$ cat src/rtl/sddr_init_seq.sv
// ============================================================================
// Module   : sddr_init_seq
// Brief    : DDR power-up sequencer writing reset-state register 0x0000.
//            Optional ack timeout enabled by SDDR_INIT_TIMEOUT_EN.
// Revision : 1.0 - initial release
// ============================================================================
`default_nettype none

module sddr_init_seq #(
    parameter int T_RESET_CYCLES = 10000,
    parameter int T_CKE_CYCLES   = 25000,
    parameter int T_XPR_CYCLES   = 64,
    parameter int ACK_TIMEOUT    = 1024
) (
    input  logic        cpu_clock_i,
    input  logic        cpu_reset_n_i,
    input  logic        start_i,
    output logic        busy_o,
    output logic        done_o,
    output logic        error_o,
    output logic [1:0]  step_o,
    output logic        ctrl_cmd_valid_o,
    output logic [15:0] ctrl_cmd_address_o,
    output logic [31:0] ctrl_cmd_data_o,
    output logic        ctrl_cmd_write_o,
    input  logic        ctrl_cmd_ack_i
);

    localparam int c_MAX_RC  = (T_RESET_CYCLES > T_CKE_CYCLES) ? T_RESET_CYCLES : T_CKE_CYCLES;
    localparam int c_MAX_RCX = (c_MAX_RC > T_XPR_CYCLES) ? c_MAX_RC : T_XPR_CYCLES;
    localparam int c_MAX_ALL = (c_MAX_RCX > ACK_TIMEOUT) ? c_MAX_RCX : ACK_TIMEOUT;
    localparam int c_CNT_W   = $clog2(c_MAX_ALL + 1);

    localparam logic [2:0] c_ST_IDLE  = 3'd0;
    localparam logic [2:0] c_ST_ISSUE = 3'd1;
    localparam logic [2:0] c_ST_WAIT  = 3'd2;
    localparam logic [2:0] c_ST_DONE  = 3'd3;
    localparam logic [2:0] c_ST_ERROR = 3'd4;

    // Reset-state word: [0] ddr_reset_n [1] phy_reset_n [2] ctrl_reset [5] cke
    localparam logic [31:0] c_WORD0 = 32'h0000_0000;
    localparam logic [31:0] c_WORD1 = 32'h0000_0003;
    localparam logic [31:0] c_WORD2 = 32'h0000_0023;
    localparam logic [31:0] c_WORD3 = 32'h0000_0027;

    logic [2:0]         r_state;
    logic [1:0]         r_step;
    logic               r_valid;
    logic               r_busy;
    logic               r_done;
    logic [c_CNT_W-1:0] r_count;
    logic [c_CNT_W-1:0] w_delay_m1;
    logic [31:0]        w_word;
    logic               w_handshake;

    assign w_handshake = r_valid & ctrl_cmd_ack_i;

    // Counter is loaded with delay-1 so the next valid lands N cycles after the handshake.
    always_comb begin
        w_delay_m1 = '0;
        case (r_step)
            2'd0:    w_delay_m1 = c_CNT_W'(T_RESET_CYCLES - 1);
            2'd1:    w_delay_m1 = c_CNT_W'(T_CKE_CYCLES - 1);
            2'd2:    w_delay_m1 = c_CNT_W'(T_XPR_CYCLES - 1);
            default: w_delay_m1 = '0;
        endcase
    end

    always_comb begin
        w_word = c_WORD0;
        case (r_step)
            2'd0:    w_word = c_WORD0;
            2'd1:    w_word = c_WORD1;
            2'd2:    w_word = c_WORD2;
            default: w_word = c_WORD3;
        endcase
    end

`ifdef SDDR_INIT_TIMEOUT_EN
    logic               r_error;
    logic [c_CNT_W-1:0] r_to_cnt;

    always_ff @(posedge cpu_clock_i) begin
        if (!cpu_reset_n_i) begin
            r_error  <= 1'b0;
            r_to_cnt <= '0;
        end else begin
            case (r_state)
                c_ST_IDLE, c_ST_DONE, c_ST_ERROR: begin
                    if (start_i) begin
                        r_error  <= 1'b0;
                        r_to_cnt <= '0;
                    end
                end
                c_ST_ISSUE: begin
                    if (!w_handshake) begin
                        if (r_to_cnt == c_CNT_W'(ACK_TIMEOUT - 1)) begin
                            r_error <= 1'b1;
                        end else begin
                            r_to_cnt <= r_to_cnt + c_CNT_W'(1);
                        end
                    end
                end
                c_ST_WAIT: begin
                    r_to_cnt <= '0;
                end
                default: begin
                    r_to_cnt <= '0;
                end
            endcase
        end
    end

    wire w_timeout = (r_state == c_ST_ISSUE) && !w_handshake &&
                     (r_to_cnt == c_CNT_W'(ACK_TIMEOUT - 1));
    assign error_o = r_error;
`else
    wire w_timeout = 1'b0;
    assign error_o = 1'b0;
`endif

    always_ff @(posedge cpu_clock_i) begin
        if (!cpu_reset_n_i) begin
            r_state <= c_ST_IDLE;
            r_step  <= 2'd0;
            r_valid <= 1'b0;
            r_busy  <= 1'b0;
            r_done  <= 1'b0;
            r_count <= '0;
        end else begin
            case (r_state)
                c_ST_IDLE, c_ST_DONE, c_ST_ERROR: begin
                    if (start_i) begin
                        r_state <= c_ST_ISSUE;
                        r_step  <= 2'd0;
                        r_valid <= 1'b1;
                        r_busy  <= 1'b1;
                        r_done  <= 1'b0;
                    end
                end
                c_ST_ISSUE: begin
                    if (w_handshake) begin
                        r_valid <= 1'b0;
                        if (r_step == 2'd3) begin
                            r_state <= c_ST_DONE;
                            r_busy  <= 1'b0;
                            r_done  <= 1'b1;
                        end else begin
                            r_state <= c_ST_WAIT;
                            r_count <= w_delay_m1;
                        end
                    end else if (w_timeout) begin
                        r_state <= c_ST_ERROR;
                        r_valid <= 1'b0;
                        r_busy  <= 1'b0;
                    end
                end
                c_ST_WAIT: begin
                    if (r_count <= c_CNT_W'(1)) begin
                        r_state <= c_ST_ISSUE;
                        r_step  <= r_step + 2'd1;
                        r_valid <= 1'b1;
                        r_count <= '0;
                    end else begin
                        r_count <= r_count - c_CNT_W'(1);
                    end
                end
                default: begin
                    r_state <= c_ST_IDLE;
                    r_valid <= 1'b0;
                    r_busy  <= 1'b0;
                end
            endcase
        end
    end

    assign busy_o             = r_busy;
    assign done_o             = r_done;
    assign step_o             = r_step;
    assign ctrl_cmd_valid_o   = r_valid;
    assign ctrl_cmd_write_o   = r_valid;
    assign ctrl_cmd_address_o = 16'h0000;
    assign ctrl_cmd_data_o    = w_word;

endmodule

`default_nettype wire

$ cat config.mk
export PLATFORM = sky130hd
export DESIGN_NAME = sddr_init_seq
export DESIGN_NICKNAME = d
export VERILOG_FILES = /design/src/rtl/sddr_init_seq.sv
export SDC_FILE = /design/constraint.sdc
export NUM_CORES = 1
export LEC_CHECK = 0
export CAP_MARGIN = 10
export CELL_PAD_IN_SITES_DETAIL_PLACEMENT = 2
export CELL_PAD_IN_SITES_GLOBAL_PLACEMENT = 2
export CORE_ASPECT_RATIO = 1.75
export CORE_MARGIN = 3
export CORE_UTILIZATION = 24
export DETAILED_ROUTE_END_ITERATION = 8
export PLACE_DENSITY = 0.83
export SETUP_SLACK_MARGIN = 0.02
export SYNTH_ARGS = -nofsm -noshare
export SYNTH_HDL_FRONTEND = slang
export SYNTH_SLANG_ARGS = --single-unit
$ cat constraint.sdc
create_clock -name cpu_clock_i -period 2 [get_ports cpu_clock_i]
set_clock_uncertainty 0.05 [all_clocks]
set_input_delay 0.4 -clock cpu_clock_i [delete_from_list [all_inputs] [get_ports cpu_clock_i]]
set_output_delay 0.4 -clock cpu_clock_i [all_outputs]
set_load 0.005 [all_outputs]
## Word level (Yosys, flattened, before mapping)

Cells that the tools add are included.

| operators by class | value |
|---|---|
| add/subtract/negate cells | 2 |
| magnitude comparators | 1 |
| equal/unequal tests | 12 |
| multiplexer cells | 25 |
| bitwise gates (word level) | 2 |
| reduce and logical (&&, ||, !) cells | 11 |

Operator list:

| operator | number |
|---|---|
| two-way mux 15 bit | 3 |
| one-hot mux 15 bit (3 select lines) | 1 |
| one-hot mux 15 bit (2 select lines) | 1 |
| one-hot mux 6 bit (3 select lines) | 1 |
| less-or-equal comparator 15 x 1 -> 1 bit (second input constant) | 1 |
| subtractor 15 x 1 -> 15 bit (second input constant) | 1 |
| != test 2 bit (second input constant) | 5 |
| two-way mux 1 bit | 9 |
| two-way mux 3 bit | 3 |
| one-hot mux 3 bit (3 select lines) | 1 |
| AND reduction 3 bit | 3 |
| AND reduction 4 bit | 2 |
| equality test 3 x 2 -> 1 bit (second input constant) | 2 |
| one-hot mux 1 bit (3 select lines) | 2 |
| nonzero test 2 bit | 3 |
| equality test 2 bit (second input constant) | 2 |
| two-way mux 2 bit | 2 |
| one-hot mux 2 bit (2 select lines) | 1 |
| equality test 3 x 1 -> 1 bit (second input constant) | 1 |
| equality test 3 bit (second input constant) | 1 |
| zero test 3 bit | 1 |
| OR reduction 3 bit | 1 |
| adder 2 x 1 -> 2 bit (second input constant) | 1 |
| equality test 2 x 1 -> 1 bit (second input constant) | 1 |
| other kinds (4) | 4 |

| storage, ports and cells | value |
|---|---|
| register bits | 23 |
| bits of input ports | 4 |
| logic and storage cells | 59 |

## Depth between registers and ports, before layout

| logic depth | value |
|---|---|
| depth in word-level cells | 5 |
| gate-level depth with buffers | 8 |
| gate-level depth less buffers | 7 |

## Worst setup path before layout

OpenSTA, ideal clock, no wires.

| timing | value |
|---|---|
| kind | flip-flop to flip-flop |
| start point | register r_step[0] (netlist: step_o[0]) |
| end point | register r_count[8] |
| library setup time | 0.130 ns |
| data arrival time | 1.778 ns |
| required time | 1.820 ns |
| path slack | 0.042 ns |
| cell stages (with the launch flop) | 8 |
| path buffers | 1 |
| clock period less this slack | 1.958 ns |
| path through | dfxtp_1 -> ha_1 -> and3b_1 -> mux2i_1 -> clkbuf_1 -> a21oi_1 -> o21ai_0 -> a21oi_1 |

| between the ends | value |
|---|---|
| longest elaborated chain between the ends | 5 |

RTL lines:

| element | line | text |
|---|---|---|
| start, declared | 47 | `logic [1:0] r_step;` |
| start signal, assigned | 161 | `r_step <= r_step + 2'd1;` |
| equality test 2 bit, or another cell as far along | 61 | `case (r_step)` |
| one-hot mux 15 bit (3 select lines) | 61 |  |
| two-way mux 15 bit | 144 | `if (r_step == 2'd3) begin` |
| two-way mux 15 bit | 142 | `if (w_handshake) begin` |
| one-hot mux 15 bit (2 select lines) | 131 | `case (r_state)` |
| end signal, assigned | 150 | `r_count <= w_delay_m1;` |
| end signal, assigned | 165 | `r_count <= r_count - c_CNT_W'(1);` |
| end, declared | 51 | `logic [c_CNT_W-1:0] r_count;` |

Several ways; a longest one is shown, not always the timed one. The select of a mux whose other input is x is not followed.
A chain may end at the register's enable or synchronous reset.

## Worst setup path in the final report

| timing | value |
|---|---|
| start point | register r_count[1] |
| end point | register r_count[12] |

| between the ends | value |
|---|---|
| longest elaborated chain between the ends | 3 |

RTL lines:

| element | line | text |
|---|---|---|
| subtractor 15 x 1 -> 15 bit / less-or-equal comparator 15 x 1 -> 1 bit (equally long branches) | 165, 159 |  |
| two-way mux 15 bit * | 159 | `if (r_count <= c_CNT_W'(1)) begin` |
| one-hot mux 15 bit (2 select lines) * | 131 |  |

Mark *: on every way between the ends. The rest lies on a longest branch, timed or not.

==> insert_results.sql <==
INSERT INTO impl_metrics (metric_group, metric, value, unit) VALUES
('critical_path', 'worst-endpoint-required', '2140', 'ps'),
('global_route', 'globalRoute.totalOverflow', '0', ''),
('critical_path', 'worstReg2RegStart', 'r_count[1]', ''),
('global_route', 'global_route.usage.met2', '28.0', '%'),
('power', 'pwr-share-comb', '69.8', '%'),
('place', 'buffer_ports.inserted', '13', ''),
('status', 'run_status', 'finished, final reports clean', ''),
('detailed_routing', 'postRouteWirelength', '6.96', 'mm'),
('clock_tree', 'worstSkewPairLatency', '270', 'ps'),
('synth', 'synthFlopType', 'dfxtp_1', ''),
('timing', 'finalCritPeriodShare', '97.7', '%'),
('detailed_routing', 'route.detailed.vias_per_inst', '4.89', ''),
('clock_tree', 'clkTransAtPathRegs', '70', 'ps'),
('power', 'pwr-share-seq', '17.9', '%'),
('clock_tree', 'htree_num_levels', '1', ''),
('floorplanning', 'design.die.area', '9040', 'µm²'),
('clock_tree', 'post_cts_hold_buffer_count', '0', ''),
('floorplanning', 'io-pin-count', '59', ''),
('clock_tree', 'numCtsBuffers', '3', ''),
('detailed_routing', 'drt_first_pass_iters', '3', ''),
('floorplanning', 'core-area', '7620', 'µm²'),
('timing', 'final_period_demand_of_the_worst_path', '1950', 'ps'),
('critical_path', 'critical_path_arrival', '2090', 'ps'),
('floorplanning', 'floorplan.initialDensity', '24.9', '%'),
('timing', 'finalHoldViolations', '0', ''),
('global_route', 'global_route.usage.met1', '15.1', '%'),
('timing', 'fin_worst_hold_slack', '424', 'ps'),
('detailed_routing', 'route.vias.total', '1814', ''),
('detailed_routing', 'first_iter_violations', '53', ''),
('power', 'cellLeakagePower', '1.06', 'nW'),
('synth', 'yosysWarningCount', '0', ''),
('min_path', 'worst_hold_path.num_cells', '2', ''),
('synth', 'synth_sequential_area_ratio', '23.2', '%'),
('detailed_routing', 'remaining_number_of_nets_flagged_by_the_antenna_check_after_routing', '0', ''),
('power', 'netSwitchingFraction', '45.8', '%'),
('min_path', 'hold_start', 'busy_o', ''),
('clock_tree', 'clk_buf_depth', '2', ''),
('finish', 'insertedDiodeCount', '0', ''),
('critical_path', 'element_type_at_the_critical_path_start', 'flop', ''),
('floorplanning', 'die_y', '124', 'µm'),
('detailed_routing', 'drc_violation_count_after_routing', '0', ''),
('clock_tree', 'cts_tree', 'yes', ''),
('finish', 'ratio_of_cells_with_drive_above_1_in_the_final_layout', '31.4', '%'),
('global_route', 'globalRoute.busiestLayer', 'met2', ''),
('finish', 'finish.net_count', '299', ''),
('global_route', 'maximum_number_of_pins_on_one_net_before_global_route_repair', '16', ''),
('synth', 'yosys_register_bits', '22', ''),
('timing', 'timing.max_slew.rel_slack', '57.9', '%'),
('power', 'vdd.ir_drop.worst', '574', 'µV'),
('detailed_routing', 'routedWlPerCell', '18.8', 'µm'),
('critical_path', 'endpoint_kind', 'flop', ''),
('clock_tree', 'clkSinkCount', '22', ''),
('critical_path', 'crit_path_start', 'r_count[1]', ''),
('synth', 'proportion_of_synthesized_flip_flops_having_asynchronous_set_or_reset', '0', '%'),
('synth', 'cell_count_after_synthesis', '233', ''),
('power', 'power_switching', '0.00186', 'W'),
('place', 'gp_congestion', '0.850', ''),
('finish', 'post_layout_inst_area', '2450', 'µm²'),
('place', 'place_area', '2170', 'µm²'),
('min_path', 'min_path_type', 'reg2reg', ''),
('timing', 'tightestPinTransition', '631', 'ps'),
('synth', 'synth_cell_type_count', '51', ''),
('power', 'power_per_cell_area', '1660', 'nW/µm²'),
('clock_tree', 'clockRootBuffer', 'clkbuf_16', ''),
('critical_path', 'timing.reg2reg.worst_path_depth', '7', ''),
('global_route', 'global_route_wire_length_before_repair', '10.3', 'mm'),
('global_route', 'grtUsageTotal', '15.0', '%'),
('critical_path', 'type_of_the_worst_setup_path', 'reg2reg', ''),
('finish', 'syn2layout_area_growth', '29.1', '%'),
('power', 'power_frac_clock', '12.3', '%'),
('synth', 'count_of_flip_flops_with_a_built_in_enable_after_synthesis', '0', '');
-- cell usage after synthesis, types with 2 or more instances --
master	number	area share, %
a211oi_1	6	2.4
a21o_1	3	1.2
a21oi_1	16	4.2
a2bb2oi_1	3	1.4
a31oi_1	3	0.99
buf_4	47	19
buf_6	2	1.2
clkbuf_1	5	0.99
dfxtp_1	22	23
ha_1	11	7.3
inv_1	11	2.2
nand2_1	19	3.8
nand2b_1	2	0.66
nand3_1	7	1.8
nand4b_1	2	0.92
nor2_1	8	1.6
nor2b_1	4	1.3
nor3_1	4	1.1
nor3b_1	5	2.0
o21a_1	3	1.2
o21ai_0	10	2.6
o21ai_1	2	0.53
o221a_1	3	1.8
o31ai_1	2	0.79
or2_2	3	0.99
or4_1	5	2.0
-- metal layers --
| metal | wire (µm) | share of wire (%) | vias up |
|---|---|---|---|
| met5 | 0 | 0 | - |
| met4 | 349 | 5.0 | 0 |
| met3 | 248 | 3.6 | 25 |
| met2 | 3880 | 56 | 69 |
| met1 | 2490 | 36 | 881 |
| li1 | - | - | 839 |
-- registers in the layout (all words and copies together) (netlist names) --
name              count
ctrl_cmd_valid_o      1
busy_o                1
r_count              15
r_state               2
done_o                1
step_o                2
-- area by class of cell --
class / count / area (µm²)
clock buffer: 4 / 88.8
fill: 871 / 5170
inverter: 11 / 41.3
multi-input combinational: 189 / 1290
sequential: 22 / 450
tap: 88 / 110
timing repair buffer: 57 / 470
-- layout by cell type, fill, tap and decap left out, types with 4 or more instances in the layout --
| cell type | n |
|---|---|
| a211oi_1 | 5 |
| ha_1 | 5 |
| a21oi_1 | 13 |
| buf_4 | 41 |
| o21ai_0 | 5 |
| nor2b_1 | 4 |
| o21ai_1 | 7 |
| dfxtp_2 | 5 |
| conb_1 | 45 |
| or4_1 | 5 |
| nand2_1 | 19 |
| clkdlybuf4s50_1 | 9 |
| nor2_1 | 7 |
| ha_2 | 5 |
| a21oi_2 | 4 |
| dfxtp_1 | 16 |
| inv_1 | 9 |
| nand3_1 | 7 |
-- kinds of logic after synthesis --
group           count (synthesis)  synth area share (%)
compound gates                 62                  23.6
fa+ha+maj                      11                  7.26
buf+inv                        66                  23.2
flops                          22                  23.2
mux                             2                  1.12
other cells                     1                 0.198
simple gates                   69                  21.3
-- path summary, 6_finish.rpt --
path | to | slack [ps]
worst max-delay path | r_count[12] | 50
worst min-delay path | busy_o | 420
worst max register to register | r_count[12] | 50
worst min register to register | busy_o | 420
-- power groups by stage --
stage          logic [W]  clock network (W)  registers, W
2_1_floorplan    0.00139                  0      0.000690
3_3_place_gp     0.00224                  0      0.000705
3_5_place_dp     0.00236                  0      0.000714
4_1_cts          0.00261           0.000504      0.000720
5_1_grt          0.00307           0.000525      0.000750
6_report         0.00284           0.000502      0.000728
-- worst max-delay path: stages (launching register included) --
cell	delay [ps]
dfxtp_2	350
inv_1	70
ha_2	190
o2111ai_4	250
o21ai_2	120
buf_6	150
or4_1	510
a31oi_1	170
-- through the flow --
stage / setup TNS [ps] / std cells / total power, W / setup slack, ps / utilization [%]
3_3_place_gp: -165 / 359 / 0.00294 / -56.3 / 28.5
4_1_cts: 0 / 368 / 0.00383 / 13.0 / 30.8
2_1_floorplan: 0 / 277 / 0.00208 / 41.6 / -
3_5_place_dp: -416 / 359 / 0.00308 / -140 / 28.5
6_report: 0 / 371 / 0.00407 / 46.4 / 32.1
5_1_grt: -228 / 371 / 0.00435 / -73.9 / 32.1
-- repair_timing --
action / 4_1_cts / 5_1_grt
pin swaps: 2 / 7
gates resized for setup: 18 / 25
hold endpoints to repair: 0 / 0
setup buffers: 5 / 3
endpoints found under the setup margin: 11 / 14
Note: power is estimated with default switching activity, not from simulation.
